===== src/rtl/color_meas_scheduler_if.sv =====
// Signal bundle between color_meas_scheduler, the board controls, the two
// colorlite sensors and the shared result bus.
interface color_meas_scheduler_if;
    logic        enable;
    logic        single_shot;
    logic        measure0;
    logic        measure1;
    logic        ready0;
    logic        ready1;
    logic [15:0] red0;
    logic [15:0] green0;
    logic [15:0] blue0;
    logic [15:0] red1;
    logic [15:0] green1;
    logic [15:0] blue1;
    logic        data_valid;
    logic        data_id;
    logic [15:0] data_r;
    logic [15:0] data_g;
    logic [15:0] data_b;
    logic [1:0]  timeout;
    logic        busy;

    modport master (
        input  enable, single_shot, ready0, ready1,
        input  red0, green0, blue0, red1, green1, blue1,
        output measure0, measure1, data_valid, data_id,
        output data_r, data_g, data_b, timeout, busy
    );

    modport slave (
        output enable, single_shot, ready0, ready1,
        output red0, green0, blue0, red1, green1, blue1,
        input  measure0, measure1, data_valid, data_id,
        input  data_r, data_g, data_b, timeout, busy
    );
endinterface


===== src/rtl/color_meas_scheduler.sv =====
// Round scheduler for two colorlite sensors: sensor 0 then sensor 1, per tick or single shot.
// Optional per-sensor watchdog enabled by defining COLOR_SCHED_TIMEOUT_EN.
module color_meas_scheduler #(
    parameter int unsigned PERIOD_CYCLES  = 10_000_000,
    parameter int unsigned TIMEOUT_CYCLES = 5_000_000
) (
    input  logic                   clk,
    input  logic                   nrst,
    color_meas_scheduler_if.master bus
);

    if (PERIOD_CYCLES < 2 || TIMEOUT_CYCLES < 2) begin : g_param_check
        $error("color_meas_scheduler: PERIOD_CYCLES and TIMEOUT_CYCLES must be >= 2");
    end

    typedef enum logic [2:0] {
        S_IDLE,
        S_TRIG,
        S_WAIT_ACK,
        S_WAIT_DONE,
        S_EMIT,
        S_NEXT
    } state_t;

    localparam int unsigned PW = $clog2(PERIOD_CYCLES);

    state_t      state;
    state_t      state_nx;
    logic        cur;
    logic        cur_nx;
    logic        pending;
    logic        pending_nx;
    logic        capture;
    logic        tick;
    logic        ready_cur;
    logic        to_hit;
    logic [PW-1:0] period_cnt;

    logic        data_id_q;
    logic [15:0] data_r_q;
    logic [15:0] data_g_q;
    logic [15:0] data_b_q;

    assign tick      = bus.enable && (period_cnt == PW'(PERIOD_CYCLES - 1));
    assign ready_cur = cur ? bus.ready1 : bus.ready0;

    always_ff @(posedge clk or negedge nrst) begin
        if (!nrst) begin
            period_cnt <= '0;
        end else if (!bus.enable || tick) begin
            period_cnt <= '0;
        end else begin
            period_cnt <= period_cnt + 1'b1;
        end
    end

`ifdef COLOR_SCHED_TIMEOUT_EN
    localparam int unsigned WW = $clog2(TIMEOUT_CYCLES);

    logic [WW-1:0] wd_cnt;
    logic          wd_expired;
    logic          waiting;
    logic [1:0]    timeout_q;

    assign waiting    = (state == S_WAIT_ACK) || (state == S_WAIT_DONE);
    assign wd_expired = (wd_cnt == WW'(TIMEOUT_CYCLES - 1));
    // Only fires when the awaited ready edge is absent in the expiry cycle.
    assign to_hit     = wd_expired &&
                        (((state == S_WAIT_ACK) && ready_cur) ||
                         ((state == S_WAIT_DONE) && !ready_cur));

    always_ff @(posedge clk or negedge nrst) begin
        if (!nrst) begin
            wd_cnt <= '0;
        end else if (state == S_TRIG) begin
            wd_cnt <= '0;
        end else if (waiting && !wd_expired) begin
            wd_cnt <= wd_cnt + 1'b1;
        end
    end

    always_ff @(posedge clk or negedge nrst) begin
        if (!nrst) begin
            timeout_q <= '0;
        end else if (to_hit) begin
            timeout_q[cur] <= 1'b1;
        end else if (state == S_EMIT) begin
            timeout_q[cur] <= 1'b0;
        end
    end

    assign bus.timeout = timeout_q;
`else
    assign to_hit      = 1'b0;
    assign bus.timeout = 2'b00;
`endif

    always_ff @(posedge clk or negedge nrst) begin
        if (!nrst) begin
            state   <= S_IDLE;
            cur     <= 1'b0;
            pending <= 1'b0;
        end else begin
            state   <= state_nx;
            cur     <= cur_nx;
            pending <= pending_nx;
        end
    end

    always_comb begin
        state_nx   = state;
        cur_nx     = cur;
        pending_nx = pending | tick | bus.single_shot;
        capture    = 1'b0;
        case (state)
            S_IDLE: begin
                // Requests arriving while the held one is consumed are dropped (depth 1).
                if (pending) begin
                    pending_nx = 1'b0;
                    cur_nx     = 1'b0;
                    state_nx   = S_TRIG;
                end
            end
            S_TRIG: begin
                state_nx = S_WAIT_ACK;
            end
            S_WAIT_ACK: begin
                if (!ready_cur) begin
                    state_nx = S_WAIT_DONE;
                end else if (to_hit) begin
                    state_nx = S_NEXT;
                end
            end
            S_WAIT_DONE: begin
                if (ready_cur) begin
                    capture  = 1'b1;
                    state_nx = S_EMIT;
                end else if (to_hit) begin
                    state_nx = S_NEXT;
                end
            end
            S_EMIT: begin
                state_nx = S_NEXT;
            end
            S_NEXT: begin
                if (!cur) begin
                    cur_nx   = 1'b1;
                    state_nx = S_TRIG;
                end else begin
                    state_nx = S_IDLE;
                end
            end
            default: begin
                state_nx = S_IDLE;
            end
        endcase
    end

    // Result is latched as EMIT is entered so data_* are stable for the whole strobe.
    always_ff @(posedge clk or negedge nrst) begin
        if (!nrst) begin
            data_id_q <= 1'b0;
            data_r_q  <= '0;
            data_g_q  <= '0;
            data_b_q  <= '0;
        end else if (capture) begin
            data_id_q <= cur;
            data_r_q  <= cur ? bus.red1   : bus.red0;
            data_g_q  <= cur ? bus.green1 : bus.green0;
            data_b_q  <= cur ? bus.blue1  : bus.blue0;
        end
    end

    assign bus.measure0   = (state == S_TRIG) && !cur;
    assign bus.measure1   = (state == S_TRIG) && cur;
    assign bus.data_valid = (state == S_EMIT);
    assign bus.data_id    = data_id_q;
    assign bus.data_r     = data_r_q;
    assign bus.data_g     = data_g_q;
    assign bus.data_b     = data_b_q;
    assign bus.busy       = (state != S_IDLE);

endmodule


===== src/flat_wrapper.sv =====
// flat-port wrapper written by rule: the top's interface ports become plain ports
module color_meas_scheduler_flat 
#(
    parameter int unsigned PERIOD_CYCLES  = 10_000_000,
    parameter int unsigned TIMEOUT_CYCLES = 5_000_000
)
  (clk, nrst, bus_enable, bus_single_shot, bus_ready0, bus_ready1, bus_red0, bus_green0, bus_blue0, bus_red1, bus_green1, bus_blue1, bus_measure0, bus_measure1, bus_data_valid, bus_data_id, bus_data_r, bus_data_g, bus_data_b, bus_timeout, bus_busy);
  color_meas_scheduler_if bus_i ();
  input  logic clk;
  input  logic nrst;
  input wire logic [$bits(bus_i.enable)-1:0] bus_enable;
  input wire logic [$bits(bus_i.single_shot)-1:0] bus_single_shot;
  input wire logic [$bits(bus_i.ready0)-1:0] bus_ready0;
  input wire logic [$bits(bus_i.ready1)-1:0] bus_ready1;
  input wire logic [$bits(bus_i.red0)-1:0] bus_red0;
  input wire logic [$bits(bus_i.green0)-1:0] bus_green0;
  input wire logic [$bits(bus_i.blue0)-1:0] bus_blue0;
  input wire logic [$bits(bus_i.red1)-1:0] bus_red1;
  input wire logic [$bits(bus_i.green1)-1:0] bus_green1;
  input wire logic [$bits(bus_i.blue1)-1:0] bus_blue1;
  output wire logic [$bits(bus_i.measure0)-1:0] bus_measure0;
  output wire logic [$bits(bus_i.measure1)-1:0] bus_measure1;
  output wire logic [$bits(bus_i.data_valid)-1:0] bus_data_valid;
  output wire logic [$bits(bus_i.data_id)-1:0] bus_data_id;
  output wire logic [$bits(bus_i.data_r)-1:0] bus_data_r;
  output wire logic [$bits(bus_i.data_g)-1:0] bus_data_g;
  output wire logic [$bits(bus_i.data_b)-1:0] bus_data_b;
  output wire logic [$bits(bus_i.timeout)-1:0] bus_timeout;
  output wire logic [$bits(bus_i.busy)-1:0] bus_busy;
  assign bus_i.enable = bus_enable;
  assign bus_i.single_shot = bus_single_shot;
  assign bus_i.ready0 = bus_ready0;
  assign bus_i.ready1 = bus_ready1;
  assign bus_i.red0 = bus_red0;
  assign bus_i.green0 = bus_green0;
  assign bus_i.blue0 = bus_blue0;
  assign bus_i.red1 = bus_red1;
  assign bus_i.green1 = bus_green1;
  assign bus_i.blue1 = bus_blue1;
  assign bus_measure0 = bus_i.measure0;
  assign bus_measure1 = bus_i.measure1;
  assign bus_data_valid = bus_i.data_valid;
  assign bus_data_id = bus_i.data_id;
  assign bus_data_r = bus_i.data_r;
  assign bus_data_g = bus_i.data_g;
  assign bus_data_b = bus_i.data_b;
  assign bus_timeout = bus_i.timeout;
  assign bus_busy = bus_i.busy;
  color_meas_scheduler #(.PERIOD_CYCLES(PERIOD_CYCLES), .TIMEOUT_CYCLES(TIMEOUT_CYCLES)) u_core (.clk(clk), .nrst(nrst), .bus(bus_i));
endmodule

===== config.mk =====
export PLATFORM = sky130hd
export DESIGN_NAME = color_meas_scheduler_flat
export DESIGN_NICKNAME = d
export VERILOG_FILES = /design/src/rtl/color_meas_scheduler_if.sv /design/src/rtl/color_meas_scheduler.sv /design/src/flat_wrapper.sv
export SDC_FILE = /design/constraint.sdc
export NUM_CORES = 1
export LEC_CHECK = 0
export BUFFER_PORTS_ARGS = -buffer_cell sky130_fd_sc_hd__buf_2
export CORE_UTILIZATION = 43
export DETAILED_ROUTE_END_ITERATION = 16
export PLACE_DENSITY = 0.76
export SLEW_MARGIN = 20
export SYNTH_ARGS = -nofsm -noshare
export SYNTH_HDL_FRONTEND = slang
export SYNTH_SLANG_ARGS = --single-unit

===== constraint.sdc =====
create_clock -name clk -period 1.8 [get_ports clk]
set_input_delay 0.09 -clock clk [delete_from_list [all_inputs] [get_ports clk]]
set_output_delay 0.09 -clock clk [all_outputs]
set_load 0.01 [all_outputs]

==> results of run 1 <==
cell type report:
type	instances	share of cell area, %
clock buffers	9	2.40
inverters	5	0.364
repair buffers	191	22.0
flip-flops and latches	78	37.9
clock inverters	7	1.09
well taps	105	2.55
multi-input cells	274	33.6
flip-flops by register name, indices dropped and copies added, names as in the netlist:
name                count
u_core.period_cnt      24
u_core.bus.data_b      16
u_core.bus.data_g      16
u_core.bus.data_r      16
u_core.state            3
u_core.bus.data_id      1
u_core.cur              1
u_core.pending          1
layout by cell type, fill, tap and decap left out, types with 3 or more instances in the layout:
cell           count
dlygate4sd3_1      3
o31ai_1            3
dfrtp_1           75
or4_1              3
or4_4              3
clkbuf_8           9
xnor2_1            9
xor2_1             6
inv_1              5
a21oi_1           58
o21ai_0            4
nor4_1             4
nand4_1            5
nor2_1            74
buf_2            153
nand2_1           13
nor3_1             4
or3_1              4
inv_6              3
buf_4             28
and3_1             3
buf_12             6
nand3_1            7
dfrtp_2            3
mux2i_1           49
cells by family (layout without fill, tap and decap cells):
group           after synthesis  in the layout
xor+xnor                     15             15
buf+inv                      26            212
simple gates                136            136
compound gates               71             71
mux                          49             49
other cells                   1              2
fa+ha+maj                     1              1
flops                        78             78
metal layers:
metal	track usage (%)	part of all wire (%)
met5	0	0
met4	10.7	2.4
met3	3.35	5.1
met2	37.6	52
met1	24.7	40
power groups by stage:
| stage | combinational (mW) | sequential (mW) | clock (mW) |
|---|---|---|---|
| final | 2.91 | 2.71 | 1.22 |
| after floorplan | 1.54 | 2.96 | 0 |
| after CTS | 2.95 | 2.71 | 1.25 |
| after global placement | 2.84 | 2.70 | 0 |
| after detailed placement | 2.94 | 2.74 | 0 |
| after global routing | 3.23 | 2.78 | 1.31 |
worst max-delay path, delay by kind of cell, from the launching register on:
family,cells,cell delay [ns]
AO/OA/AOI/OAI,1,0.14
flip-flops,1,0.44
AND/OR/NAND/NOR,3,1.14
per-stage QoR:
step	area, um2	setup TNS (ns)	power, mW	hold WS [ns]
final	5160	0	6.83	0.0172
after floorplan	3770	0	4.50	-0.206
after global placement	4920	0	5.54	0.0989
after detailed placement	4920	-0.00722	5.68	0.109
after global routing	5160	-0.0756	7.33	0.0271
after CTS	5130	0	6.91	0.00698
worst max-delay path by stage:
stage	from	slack, ns	depth (start not counted)	end
after floorplan	u_core.period_cnt[7]	0.002	4	u_core.period_cnt[23]
after global placement	u_core.period_cnt[14]	0.05	4	u_core.period_cnt[23]
after detailed placement	u_core.period_cnt[7]	-0.007	4	u_core.period_cnt[21]
after CTS	u_core.period_cnt[8]	0.006	4	u_core.period_cnt[21]
after global routing	u_core.period_cnt[8]	-0.03	4	u_core.period_cnt[21]
final	u_core.period_cnt[10]	0.009	4	u_core.period_cnt[21]
timing repair:
item,in CTS,in global routing
endpoints found under the setup margin,1,23
hold buffers,3,0
gates resized for setup,0,7
hold endpoints to repair,41,0
pin swaps,2,4
==> run_results.csv, run 1 <==
group,metric,value,unit
setup_path,required,2.08,ns
floorplanning,die_area,9150,um2
timing,period_share,99.5,%
setup_path,r2r-start,"u_core.period_cnt[10]",
clocking,cts-root-buf,"clkbuf_8",
outcome,status,"finished clean",
timing,fin_crit,1.79,ns
setup_path,slowest_stage,"or4_4",
timing,setup_ws,0.00886,ns
synth,avgSynthCellArea,10.0,um2
synth,synth_common_cells,"dfrtp_1 (78), nor2_1 (74), a21oi_1 (59)",
timing,relSlewSlack,64.7,%
route,ant_nets,0,
synth,syn-cell-area,3770,um2
synth,synth.area.top_cells,"dfrtp_1 (52%), mux2i_1 (13%), a21oi_1 (7.8%)",
power_and_ir_drop,power.share.clock,17.8,%
clocking,clockBufferDepth,2,
setup_path,r2r_cells,4,
setup_path,r2r_slack,0.009,ns
clocking,htreeDepth,3,
timing,clock_skew,0.0105,ns
timing,hold_violations,0,
min_path,min_path_cells,3,
synth,yosysTopAreaCellShare,51.8,%
route,wl_per_cell,14.3,um
synth,synth_mux_area_share,13.0,%
synth,synth-compound-area-share,10.0,%
finish,fin_cells,669,
floorplanning,io_pins,157,
min_path,min_to,"u_core.bus.data_b[15]",
power_and_ir_drop,p_sw,2.68,mW
setup_path,cp-start-kind,"register",
route,via_per_inst,5.15,
setup_path,end_kind,"register",
global_routing,grt_first_pass_wirelength,14.6,mm
synth,synth_most_common_cell,"dfrtp_1",
clocking,cts-buffers-inserted,9,
synth,synthArstFlopShare,100,%
floorplanning,start_util,45.2,%
finish,drive_above_1_share,39.5,%
finish,fill_cells,728,
route,first_pass_iters,4,
setup_path,crit_chain,"nand4_4 > or4_4 > or4_1 > a21oi_1",
timing,tightestPinTransition,0.529,ns
floorplanning,die_h,95.6,um
route,wirelength,9.57,mm
power_and_ir_drop,seq_power_share,39.6,%
floorplanning,core,8340,um2
synth,yosys.area.top_type,"dfrtp_1",
setup_path,reg2reg_to,"u_core.period_cnt[21]",
finish,diodes,0,
global_routing,grt_use_total,21.2,%
finish,final-seq-area,1960,um2
place,place.gp.congestion,0.870,
clocking,clkLatencyLatePin,0.36,ns
power_and_ir_drop,switching_share,39.2,%
clocking,clkTransAtPathRegs,0.09,ns
job,drv_cap,0,
place,io_buffers,154,
synth,ys.flop_type,"dfrtp_1",
timing,finalMaxSlewViolations,0,
synth,synth_edf_count,0,
setup_path,path_max_fanout,5,
synth,synth_top_family_by_area,"simple AND/OR/NAND/NOR gates",
synth,synthXorXnorAreaFrac,3.48,%
clocking,postCtsSetupBuffers,0,
timing,max_freq,558,MHz
setup_path,arrival,2.07,ns
synth,yosys_warnings,0,
global_routing,grt_overflow,0,
min_path,min_path_type,"input port to register",
min_path,holdCritStartpoint,"bus_blue0[15]",
place,dp.cells,650,
power_and_ir_drop,combPwrFrac,42.6,%
place,pre_cts_ws,-0.00722,ns
timing,grt_setup_unrepaired,"true",
synth,netlist_instances,377,
timing,finalSetupViolCount,0,
floorplanning,dieWidth,95.6,um
route,drc_errors,0,
setup_path,slowest_delay,0.52,ns
power_and_ir_drop,static-leakage-power,2.35,nW
setup_path,crit_type,"register to register",
route,vias,3443,
route,drt-initial-drc-count,112,
power_and_ir_drop,p_int,4.16,mW
power_and_ir_drop,ir_worst_vdd,0.772,mV
global_routing,antenna_found_initial,0,
clocking,numClockSinks,78,
floorplanning,rows,33,
synth,ys_ff_latch,78,
finish,final_util,61.9,%
global_routing,grt_pass1_vias,3213,
finish,multiInputGateArea,1740,um2
synth,synth_cell_types,38,
power_and_ir_drop,p_per_area,1320,nW/um2
finish,nets,662,
synth,yosys.area_share.simple,18.3,%
synth,yosys.area_share.adder,0.332,%
place,place_hpwl,7.31,mm
global_routing,grt_max_degree,55,
clocking,cts_tree,"yes",
synth,yosysSeqAreaShare,51.8,%
finish,syn2layout_area_growth,36.8,%
(Power assumes the default switching activity.)
==> run 2: changes to the inputs <==
--- a/config.mk
+++ b/config.mk
@@ -7,4 +7,5 @@
 export LEC_CHECK = 0
 export BUFFER_PORTS_ARGS = -buffer_cell sky130_fd_sc_hd__buf_2
+export CORE_MARGIN = 4
 export CORE_UTILIZATION = 43
 export DETAILED_ROUTE_END_ITERATION = 16
==> constraint.sdc (replaced) <==
create_clock -name clk -period 1.8 [get_ports clk]
set_input_delay 0.18 -clock clk [delete_from_list [all_inputs] [get_ports clk]]
set_output_delay 0.18 -clock clk [all_outputs]
set_load 0.01 [all_outputs]
==> run 2 against run 1 <==
- the flow now finishes with violations (setup timing)
- non-clock buffer count is 8 lower
- global-route usage is 3.1 points lower
- fmax is 1.7% lower
- sequential power hardly changed
- combinational power hardly changed
- core utilization is 0.68 points lower
- critical path depth is 1 higher
- clock power is 17% higher
- register-to-register slack worse by 0.03 ns
- clock-buffer cell count is 1 higher
==> run_results.csv, run 2 (synthesis results as in run 1) <==
group,metric,value,unit
outcome,status,"finished, violations left",
outcome,violations,"setup timing",
clocking,numClockSinks,78,
power_and_ir_drop,ir_worst_vdd,1.10,mV
place,place_hpwl,7.58,mm
timing,clock_skew,0.0112,ns
setup_path,path_max_fanout,12,
route,wirelength,9.63,mm
finish,final-seq-area,1960,um2
clocking,cts-buffers-inserted,9,
route,via_per_inst,5.10,
clocking,clkTransAtPathRegs,0.08,ns
timing,tightestPinTransition,0.629,ns
route,ant_nets,0,
power_and_ir_drop,switching_share,36.7,%
route,drc_errors,0,
global_routing,grt_first_pass_wirelength,14.9,mm
global_routing,grt_max_degree,55,
route,wl_per_cell,14.6,um
finish,nets,654,
floorplanning,core,8380,um2
route,vias,3366,
power_and_ir_drop,power.share.clock,20.3,%
finish,largest_reg_flops,24,
finish,diodes,0,
power_and_ir_drop,p_per_area,1370,nW/um2
finish,fill_cells,715,
finish,regMostFlops,"u_core.period_cnt",
global_routing,grt_pass1_vias,3257,
clocking,clockBufferDepth,2,
global_routing,met3_usage,2.48,%
setup_path,cp-start-kind,"register",
timing,finalSetupViolCount,17,
place,pre_cts_ws,0.0125,ns
global_routing,antenna_found_initial,0,
route,drt-initial-drc-count,143,
floorplanning,io_pins,157,
timing,relSlewSlack,57.7,%
setup_path,end_kind,"register",
floorplanning,die_h,102,um
clocking,cts_tree,"yes",
setup_path,required,2.00,ns
setup_path,crit_type,"register to register",
global_routing,busiest_layer,"met2",
job,drv_cap,0,
floorplanning,die_area,10300,um2
clocking,cts-root-buf,"clkbuf_8",
finish,drive_above_1_share,38.6,%
timing,finalMaxSlewViolations,0,
power_and_ir_drop,static-leakage-power,2.34,nW
floorplanning,start_util,45.0,%
clocking,htreeDepth,3,
power_and_ir_drop,finalPower,7.02,mW
finish,layout.cells.most_common,"buf_2",
finish,syn2layout_area_growth,36.0,%
global_routing,met2_usage,33.2,%
timing,grt_setup_unrepaired,"true",
timing,fin_crit,1.82,ns
floorplanning,rows,33,
power_and_ir_drop,seq_power_share,38.4,%
finish,mostFrequentLayoutCells,"buf_2 (153), dfrtp_1 (75), nor2_1 (74)",
global_routing,grt_use_total,18.1,%
timing,max_freq,549,MHz
place,io_buffers,154,
route,first_pass_iters,4,
floorplanning,dieWidth,102,um
timing,setup_ws,-0.0223,ns
timing,period_share,101,%
clocking,clkLatencyLatePin,0.33,ns
min_path,min_path_type,"input port to register",
finish,multiInputGateArea,1730,um2
finish,final_util,61.2,%
setup_path,arrival,2.03,ns
power_and_ir_drop,p_int,4.44,mW
place,place.gp.congestion,0.827,
global_routing,grt_overflow,0,
power_and_ir_drop,p_sw,2.57,mW
timing,hold_violations,0,
global_routing,use_met1,21.8,%
power_and_ir_drop,combPwrFrac,41.3,%
## run 2: final cells by class
cell class              count  area share (%)
clock inverters             5            1.59
well taps                 105            2.56
repair buffers            183            20.8
multi-input cells         274            33.8
clock buffers              10            2.68
flip-flops and latches     78            38.1
inverters                   5           0.366
## run 2: layer usage
layer,share of wire [%],up-vias
met2,54,104
met1,38,1579
met4,1.5,0
met5,0,-
met3,6.1,13
li1,-,1670
## run 2: power groups by stage
| stage | clock network (mW) | registers (mW) | logic (mW) |
|---|---|---|---|
| floorplan | 0 | 2.96 | 1.54 |
| global placement | 0 | 2.70 | 2.85 |
| detailed placement | 0 | 2.73 | 2.95 |
| CTS | 1.47 | 2.70 | 2.95 |
| global route | 1.56 | 2.77 | 3.23 |
| finish | 1.43 | 2.69 | 2.90 |
## run 2: timing repair
item                       4_1_cts  5_1_grt
hold endpoints to repair        31        0
gates resized for setup          1        4
hold buffers                     1        0
gates cloned                     0        0
buffers inserted                 1        1
pin swaps                        0        3
setup endpoints to repair        5       24
## run 2: worst max-delay path, cell delays in order (launching register included)
cell and delay [ns]:
dfrtp_2 0.41, or4bb_4 0.56, nor4_4 0.30, a21bo_2 0.24
buf_12 0.14, a21oi_1 0.05
## run 2: through the flow
stage	TNS [ns]	std cells	instance area, um2	hold slack [ns]
floorplan	0	378	3770	-0.116
global placement	0	642	4860	0.148
detailed placement	0	642	4860	0.150
CTS	0	659	5100	0.108
global route	-1.41	660	5130	0.110
finish	-0.188	660	5130	0.132
## run 2: worst paths after layout
check,cells past startpoint,endpoint,startpoint,slack [ns]
worst max-delay path,5,u_core.period_cnt[22],u_core.period_cnt[9],-0.02
worst min-delay path,2,u_core.period_cnt[6],bus_enable,0.13
worst max register to register,5,u_core.period_cnt[22],u_core.period_cnt[9],-0.02
worst min register to register,1,u_core.period_cnt[0],u_core.period_cnt[0],0.53
max in group asynchronous,3,u_core.bus.data_b[11],nrst,0.87
min in group asynchronous,2,u_core.period_cnt[4],nrst,0.33
